===== src/rtl/cache_trace_monitor.sv =====
// cache_trace_monitor: timestamped circular trace of L1 cache controller events
// (access, eviction, FSM state change), with saturating hit/miss/evict
// counters, sticky overflow and one-hot error flags, and a pop port.
module cache_trace_monitor #(
    parameter int NUM_WAYS = 4,
    parameter int ADDR_W   = 32,
    parameter int STATE_W  = 4,
    parameter int DEPTH    = 16,
    parameter int CNT_W    = 32,
    localparam int WAY_W   = $clog2(NUM_WAYS),
    localparam int PTR_W   = $clog2(DEPTH),
    localparam int E       = 16 + STATE_W + 3 + WAY_W + ADDR_W
) (
    input  logic                clk,
    input  logic                rst_n,
    input  logic                clear,
    input  logic                mode_wrap,
    input  logic [STATE_W-1:0]  fsm_state,
    input  logic                req_valid,
    input  logic                req_write,
    input  logic [ADDR_W-1:0]   req_addr,
    input  logic                hit,
    input  logic [NUM_WAYS-1:0] way_sel,
    input  logic                evict_valid,
    input  logic                rd_req,
    output logic                rd_valid,
    output logic [E-1:0]        rd_data,
    output logic [PTR_W:0]      count,
    output logic                overflow,
    output logic                onehot_err,
    output logic [CNT_W-1:0]    hit_cnt,
    output logic [CNT_W-1:0]    miss_cnt,
    output logic [CNT_W-1:0]    evict_cnt
);

    // Index of the lowest set bit; zero when no bit is set.
    function automatic logic [WAY_W-1:0] lowest_way(input logic [NUM_WAYS-1:0] w);
        lowest_way = '0;
        for (int i = NUM_WAYS - 1; i >= 0; i--) begin
            if (w[i]) lowest_way = WAY_W'(i);
        end
    endfunction

    // Exactly one bit set.
    function automatic logic is_onehot(input logic [NUM_WAYS-1:0] w);
        is_onehot = (w != '0) && ((w & (w - NUM_WAYS'(1))) == '0);
    endfunction

    // Increment that sticks at all-ones.
    function automatic logic [CNT_W-1:0] sat_inc(input logic [CNT_W-1:0] c);
        sat_inc = (&c) ? c : c + CNT_W'(1);
    endfunction

    logic [15:0]        tstamp;
    logic [STATE_W-1:0] prev_state;
    logic               prev_ok;
    logic [PTR_W-1:0]   rd_ptr;
    logic [PTR_W-1:0]   wr_ptr;
    logic [E-1:0]       mem [DEPTH];

    logic               full;
    logic               push;
    logic               pop;
    logic               wr_en;
    logic               push_lost;
    logic               wrap_adv;
    logic [E-1:0]       entry;

    // Push/pop decode; a full buffer with a simultaneous pop always accepts the push.
    always_comb begin
        full      = (count == (PTR_W + 1)'(DEPTH));
        pop       = rd_req && (count != '0) && !clear;
        push      = prev_ok && !clear &&
                    (req_valid || evict_valid || (fsm_state != prev_state));
        wr_en     = push && (!full || pop || mode_wrap);
        push_lost = push && full && !pop;
        wrap_adv  = push_lost && mode_wrap;
        entry     = {tstamp, fsm_state, req_write, hit, evict_valid,
                     lowest_way(way_sel), req_addr};
    end

    // Previous FSM state; the first edge after reset only primes it.
    always_ff @(posedge clk or negedge rst_n) begin
        if (!rst_n) begin
            prev_state <= '0;
            prev_ok    <= 1'b0;
        end else begin
            prev_state <= fsm_state;
            prev_ok    <= 1'b1;
        end
    end

    // Trace storage; unreachable contents need no reset.
    always_ff @(posedge clk) begin
        if (wr_en) mem[wr_ptr] <= entry;
    end

    // Pointers, occupancy, read port, timestamp, counters and sticky flags.
    always_ff @(posedge clk or negedge rst_n) begin
        if (!rst_n) begin
            tstamp     <= '0;
            rd_ptr     <= '0;
            wr_ptr     <= '0;
            count      <= '0;
            rd_valid   <= 1'b0;
            rd_data    <= '0;
            overflow   <= 1'b0;
            onehot_err <= 1'b0;
            hit_cnt    <= '0;
            miss_cnt   <= '0;
            evict_cnt  <= '0;
        end else if (clear) begin
            tstamp     <= '0;
            rd_ptr     <= '0;
            wr_ptr     <= '0;
            count      <= '0;
            rd_valid   <= 1'b0;
            rd_data    <= '0;
            overflow   <= 1'b0;
            onehot_err <= 1'b0;
            hit_cnt    <= '0;
            miss_cnt   <= '0;
            evict_cnt  <= '0;
        end else begin
            tstamp   <= tstamp + 16'd1;
            rd_valid <= pop;
            if (pop) rd_data <= mem[rd_ptr];
            if (wr_en) wr_ptr <= wr_ptr + PTR_W'(1);
            if (pop || wrap_adv) rd_ptr <= rd_ptr + PTR_W'(1);
            if (push && !full && !pop)      count <= count + (PTR_W + 1)'(1);
            else if (pop && !push)          count <= count - (PTR_W + 1)'(1);
            if (push_lost) overflow <= 1'b1;
            if (req_valid && hit)  hit_cnt   <= sat_inc(hit_cnt);
            if (req_valid && !hit) miss_cnt  <= sat_inc(miss_cnt);
            if (evict_valid)       evict_cnt <= sat_inc(evict_cnt);
            if (req_valid && hit && !is_onehot(way_sel)) onehot_err <= 1'b1;
        end
    end

endmodule


===== config.mk =====
export PLATFORM = sky130hd
export DESIGN_NAME = cache_trace_monitor
export DESIGN_NICKNAME = d
export VERILOG_FILES = /design/src/rtl/cache_trace_monitor.sv
export SDC_FILE = /design/constraint.sdc
export NUM_CORES = 1
export LEC_CHECK = 0
export CAP_MARGIN = 20
export CORE_MARGIN = 2
export CORE_UTILIZATION = 53
export DETAILED_ROUTE_END_ITERATION = 10
export PLACE_DENSITY = 0.79
export SLEW_MARGIN = 20
export SYNTH_ARGS = -nofsm -noshare
export SYNTH_HDL_FRONTEND = slang
export SYNTH_SLANG_ARGS = --single-unit

===== constraint.sdc =====
create_clock -name clk -period 3.9 [get_ports clk]
set_input_delay 0.39 -clock clk [delete_from_list [all_inputs] [get_ports clk]]
set_output_delay 0.39 -clock clk [all_outputs]
set_load 0.03 [all_outputs]

==> flow_metrics.env, run 1 <==
export IMPL_cts_root_buf="clkbuf_16"
export IMPL_final_common_cell="edfxtp_1"
export IMPL_end_kind="flip-flop"
export IMPL_setup_tns_ns=0
export IMPL_place_gp_congestion=0.8679
export IMPL_synth_seq_area_share=0.7385
export IMPL_synth_seq_cells=1102
export IMPL_grt_use_met1=0.3358
export IMPL_critPathArrivalTime_ns=3.68
export IMPL_port_buffers=209
export IMPL_most_common_layout_cells="912 x edfxtp_1, 285 x mux4_2, 207 x clkdlybuf4s50_1"
export IMPL_clkSinkCount=1102
export IMPL_antenna_cells=0
export IMPL_gr_usage_met2=0.4259
export IMPL_post_route_min_period_ns=3.098
export IMPL_power_density_nw_per_um2=579.4
export IMPL_dp_final_hpwl_mm=58.63
export IMPL_h_tree_depth=3
export IMPL_cap_violations=0
export IMPL_rsz0062_at_grt="false"
export IMPL_place_ws_ns=0.5624
export IMPL_grt_busiest_layer="met2"
export IMPL_cts_buffers=105
export IMPL_postCtsSetupRepairBufs=0
export IMPL_outcome="completed"
export IMPL_cts_resized=0
export IMPL_grt_max_degree=110
export IMPL_timing_fmax_mhz=322.8
export IMPL_whs_endpoint="tstamp[3]"
export IMPL_max_slew_margin=0.3229
export IMPL_io_pins=210
export IMPL_fin_crit_sh=0.7944
export IMPL_wl_per_cell_microns=28.95
export IMPL_critPathMaxFanout=6
export IMPL_synth_largest_area_cell="edfxtp_1"
export IMPL_cts_max_path_buffers=3
export IMPL_grt_pass1_wl_mm=159.4
export IMPL_setup_viol=0
export IMPL_synth_top_area_frac=0.6292
export IMPL_synth_edff_count=912
export IMPL_min_delay_path_class="in -> reg"
export IMPL_grt_pass1_vias=24420
export IMPL_dieArea_sq_um=84430
export IMPL_antenna_left=0
export IMPL_min_from="clear"
export IMPL_start_util=0.5326
export IMPL_antenna_found_initial=2
export IMPL_post_route_worst_setup_slack_ns=0.8017
export IMPL_vias=23380
export IMPL_totalWireLength_mm=104.8
export IMPL_syn_avg_cell_area_sq_um=19.91
export IMPL_synthFlopType="edfxtp_1"
export IMPL_drv_slew=0
export IMPL_grt_use_total=0.2512
export IMPL_yosys_top_cells_area="edfxtp_1 63%, mux4_2 15%, dfrtp_1 11%"
export IMPL_area_growth_pct=17.15
export IMPL_hold_viol=0
export IMPL_layout_nets=2520
export IMPL_cts_tree="done"
export IMPL_synth_cell_types=66
export IMPL_report_power_total_uw=29540
export IMPL_netlist_area_sq_um=43520
export IMPL_viasPerCell=6.459
export IMPL_synth_nets=2249
export IMPL_crit_type="reg -> reg"
export IMPL_leakage_uw=0.01666
export IMPL_start_kind="flip-flop"
export IMPL_die_x_microns=290.6
export IMPL_grt_ovfl_total=0
export IMPL_remaining_drc_errors=0
export IMPL_coreArea_sq_um=81720
export IMPL_ys_warn_count=0
export IMPL_clk_latency_ns=0.67
export IMPL_seq_area_sq_um=32160
export IMPL_reg2reg_from="count[0]"
export IMPL_dr_pass1_iters=6
export IMPL_floorplan_rows=105
export IMPL_finClkSkew_ns=0.02974
export IMPL_synthCells=2186
export IMPL_synthArstFlopShare=0.1724
export IMPL_ff2ff_setup_slack_ns=0.80
export IMPL_tightest_slew_ns=1.016
export IMPL_required_ns=4.48
export IMPL_drtIter0Drc=2692
export IMPL_layout_drive_gt1_share=0.2271
export IMPL_met3_usage=0.03464
export IMPL_reg2reg_depth=9
export IMPL_peakVddDrop_mv=0.4897
export IMPL_critPathLaunch="count[0]"
export IMPL_multiInputGateArea_sq_um=10880
export IMPL_ctsHoldBuffers=1
export IMPL_path_clk_slew_ns=0.06
export IMPL_hold_path_depth=2
export IMPL_dieHeight_microns=290.6
export IMPL_fillers=5304
export IMPL_r2r_end="count[4]"
[synthesized netlist by cell type, types with 24 or more instances]
cell      instances
dfrtp_1         190
o21ai_1          24
nor2_1           71
a21oi_1          70
mux4_2          285
or3_1            60
edfxtp_1        912
clkbuf_1         68
nand4_1          25
xnor2_1          27
nand3_1          42
nand2_1          45
a22o_1           57
buf_2            33
o21ai_0          33
[critical path, cell delays in order, from the launching register on]
cell and delay [ns]:
dfrtp_1 0.49, nor4_4 0.49, mux2i_1 0.30, nand2_1 0.20, fa_1 0.48, a21o_1 0.25
a21o_1 0.22, nor4b_1 0.26, mux2i_1 0.13, a31oi_1 0.20
[per-layer routing]
layer,wire length [microns],vias up
li1,-,9553
met1,38760,12290
met4,3707,4
met2,54580,1311
met3,7700,226
met5,30,-
[state kept, by name (all words and copies together) (netlist names), 5 cells and up]
register	cells
hit_cnt	32
tstamp	16
evict_cnt	32
mem	912
rd_data	57
count	5
miss_cnt	32
[area by class of cell]
cell class                      instances  share of cell area
Multi-Input combinational cell        951              0.2134
Clock inverter                         67             0.01190
Timing Repair Buffer                  277             0.05848
Clock buffer                          133             0.05784
Tap cell                             1070             0.02626
Inverter                               20            0.001472
Sequential cell                      1102              0.6307
[metrics by stage]
| stage | util | hold slack (ns) | instances | area [sq um] |
|---|---|---|---|---|
| after floorplan | - | 0.09441 | 2186 | 43520 |
| after global placement | 0.5797 | 0.4436 | 3417 | 47370 |
| after detailed placement | 0.5797 | 0.4545 | 3417 | 47370 |
| after CTS | 0.6233 | 0.09024 | 3618 | 50930 |
| after global routing | 0.6239 | 0.1214 | 3620 | 50990 |
| final | 0.6239 | 0.1182 | 3620 | 50990 |
[logic make-up after synthesis]
family	Yosys count	synth area share
other	1	0.00008616
AO/OA/AOI/OAI	233	0.03726
adder cells (fa/ha/maj)	14	0.004197
XOR/XNOR	48	0.009659
flip-flops	1102	0.7385
multiplexers	300	0.1512
buffers and inverters	133	0.01276
AND/OR/NAND/NOR	355	0.04637
[how the worst max path moves through the flow]
stage,endpoint,slack [ns],cells after the start
2_1_floorplan,mem[0][0],0.62,6
3_3_place_gp,count[4],0.65,11
3_5_place_dp,count[4],0.56,11
4_1_cts,count[4],0.91,9
5_1_grt,count[4],0.62,9
6_report,count[4],0.80,9
[power breakdown]
part           internal (uW)  switching, uW  total (uW)
sequential             13000            343       13400
combinational           2940           2860        5800
clock                   5960           4420       10400
total                  21900           7620       29500
Note: power is estimated with default switching activity, not from simulation.
==> run 2, diff against run 1 <==
--- a/config.mk
+++ b/config.mk
@@ -9,7 +9,7 @@
 export CORE_MARGIN = 2
 export CORE_UTILIZATION = 53
 export DETAILED_ROUTE_END_ITERATION = 10
-export PLACE_DENSITY = 0.79
+export PLACE_DENSITY = 0.82
 export SLEW_MARGIN = 20
 export SYNTH_ARGS = -nofsm -noshare
 export SYNTH_HDL_FRONTEND = slang
==> constraint.sdc (replaced) <==
create_clock -name clk -period 2.75 [get_ports clk]
set_input_delay 0.275 -clock clk [delete_from_list [all_inputs] [get_ports clk]]
set_output_delay 0.275 -clock clk [all_outputs]
set_load 0.03 [all_outputs]
==> flow_metrics.env, run 2 (synthesis gave the netlist of run 1 again) <==
export IMPL_outcome="completed"
export IMPL_fin_crit_sh=0.9400
export IMPL_tightest_slew_ns=0.8933
export IMPL_antenna_found_initial=3
export IMPL_dp_final_hpwl_mm=62.87
export IMPL_grt_pass1_wl_mm=163.2
export IMPL_final_common_cell="edfxtp_1"
export IMPL_coreArea_sq_um=81720
export IMPL_remaining_drc_errors=0
export IMPL_cts_root_buf="clkbuf_16"
export IMPL_cts_tree="done"
export IMPL_drtIter0Drc=2499
export IMPL_grt_pass1_vias=24700
export IMPL_max_slew_margin=0.4045
export IMPL_peakVddDrop_mv=0.5534
export IMPL_layout_drive_gt1_share=0.2481
export IMPL_place_gp_congestion=0.8660
export IMPL_io_pins=210
export IMPL_die_x_microns=290.6
export IMPL_seq_area_sq_um=32150
export IMPL_grt_max_degree=80
export IMPL_cts_buffers=105
export IMPL_largest_register_ffs=912
export IMPL_critPathMaxFanout=5
export IMPL_clk_latency_ns=0.69
export IMPL_largest_register="mem"
export IMPL_end_kind="flip-flop"
export IMPL_totalWireLength_mm=108.4
export IMPL_setup_viol=0
export IMPL_grt_ovfl_total=0
export IMPL_area_growth_pct=19.74
export IMPL_crit_type="reg -> reg"
export IMPL_design_area_sq_um=52120
export IMPL_critPathArrivalTime_ns=3.18
export IMPL_start_kind="flip-flop"
export IMPL_place_ws_ns=-0.1512
export IMPL_dieArea_sq_um=84430
export IMPL_cts_max_path_buffers=3
export IMPL_hold_viol=0
export IMPL_drv_slew=0
export IMPL_post_route_min_period_ns=2.585
export IMPL_dr_pass1_iters=5
export IMPL_rsz0062_at_grt="false"
export IMPL_path_clk_slew_ns=0.06
export IMPL_most_common_layout_cells="912 x edfxtp_1, 285 x mux4_2, 207 x clkdlybuf4s50_1"
export IMPL_required_ns=3.34
export IMPL_vias=23580
export IMPL_reg_largest_list="mem (912), rd_data (57)"
export IMPL_power_density_nw_per_um2=819.6
export IMPL_multiInputGateArea_sq_um=10880
export IMPL_timing_fmax_mhz=386.9
export IMPL_layout_nets=2595
export IMPL_report_power_total_uw=42710
export IMPL_wl_per_cell_microns=29.31
export IMPL_grt_use_total=0.2597
export IMPL_start_util=0.5326
export IMPL_antenna_left=0
export IMPL_floorplan_rows=105
export IMPL_finClkSkew_ns=0.07672
export IMPL_dieHeight_microns=290.6
export IMPL_place_area_sq_um=48450
export IMPL_fillers=5192
export IMPL_h_tree_depth=3
export IMPL_post_route_worst_setup_slack_ns=0.1651
export IMPL_min_delay_path_class="in -> async"
export IMPL_cap_violations=0
export IMPL_port_buffers=209
export IMPL_hold_ws_ns=0.1678
export IMPL_clkSinkCount=1102
export IMPL_viasPerCell=6.377
export IMPL_leakage_uw=0.01717
## run 2: path summary, 6_finish.rpt
kind | end | from | slack [ns] | depth (start not counted)
setup / recovery | count[4] | count[2] | 0.17 | 9
hold / removal | rd_data[28] | rst_n | 0.17 | 2
setup reg to reg | count[4] | count[2] | 0.17 | 9
hold reg to reg | rd_data[29] | rd_data[29] | 0.51 | 1
max in group asynchronous | miss_cnt[1] | rst_n | 1.72 | 3
min in group clk | prev_state[1] | fsm_state[1] | 0.30 | 2
## run 2: area by class of cell
cell class / count / share of cell area
Sequential cell: 1102 / 0.6170
Multi-Input combinational cell: 951 / 0.2088
Timing Repair Buffer: 352 / 0.07721
Clock buffer: 131 / 0.05611
Tap cell: 1070 / 0.02569
Clock inverter: 68 / 0.01366
Inverter: 20 / 0.001441
Antenna cell: 3 / 0.0001441
## run 2: power breakdown
| group | switching [uW] | internal (uW) |
|---|---|---|
| clock network | 6490 | 8650 |
| logic | 4280 | 4480 |
| registers | 366 | 18500 |
## run 2: repair_timing
| action | in CTS | in global routing |
|---|---|---|
| endpoints found under the hold margin | 58 | 0 |
| gates resized for setup | 0 | 1 |
| buffers inserted | 0 | 0 |
| endpoints found under the setup margin | 0 | 1 |
| hold buffers | 2 | 0 |
## run 2: critical path: stages (launching register included)
cell and delay [ns]:
dfrtp_1 0.46, nor4_4 0.28, mux2i_1 0.29, nand2_2 0.14
fa_1 0.42, a21o_1 0.21, a21o_1 0.19, nor4b_1 0.24
mux2i_1 0.11, a31oi_1 0.17
## run 2: metal layers
metal  global-route usage  vias up  wire, microns
li1                     -     9718              -
met1               0.3311    12450          39550
met2               0.4561     1177          57860
met3              0.03916      237           7336
met4              0.09276        0           3625
met5                    0        -              0
## run 2: per-stage QoR
| step | utilization | cells | TNS, ns |
|---|---|---|---|
| detailed placement | 0.5929 | 3493 | -0.1797 |
| global placement | 0.5929 | 3493 | -0.1302 |
| finish | 0.6378 | 3697 | 0 |
| global route | 0.6378 | 3697 | 0 |
| CTS | 0.6376 | 3694 | 0 |
| floorplan | - | 2186 | 0 |
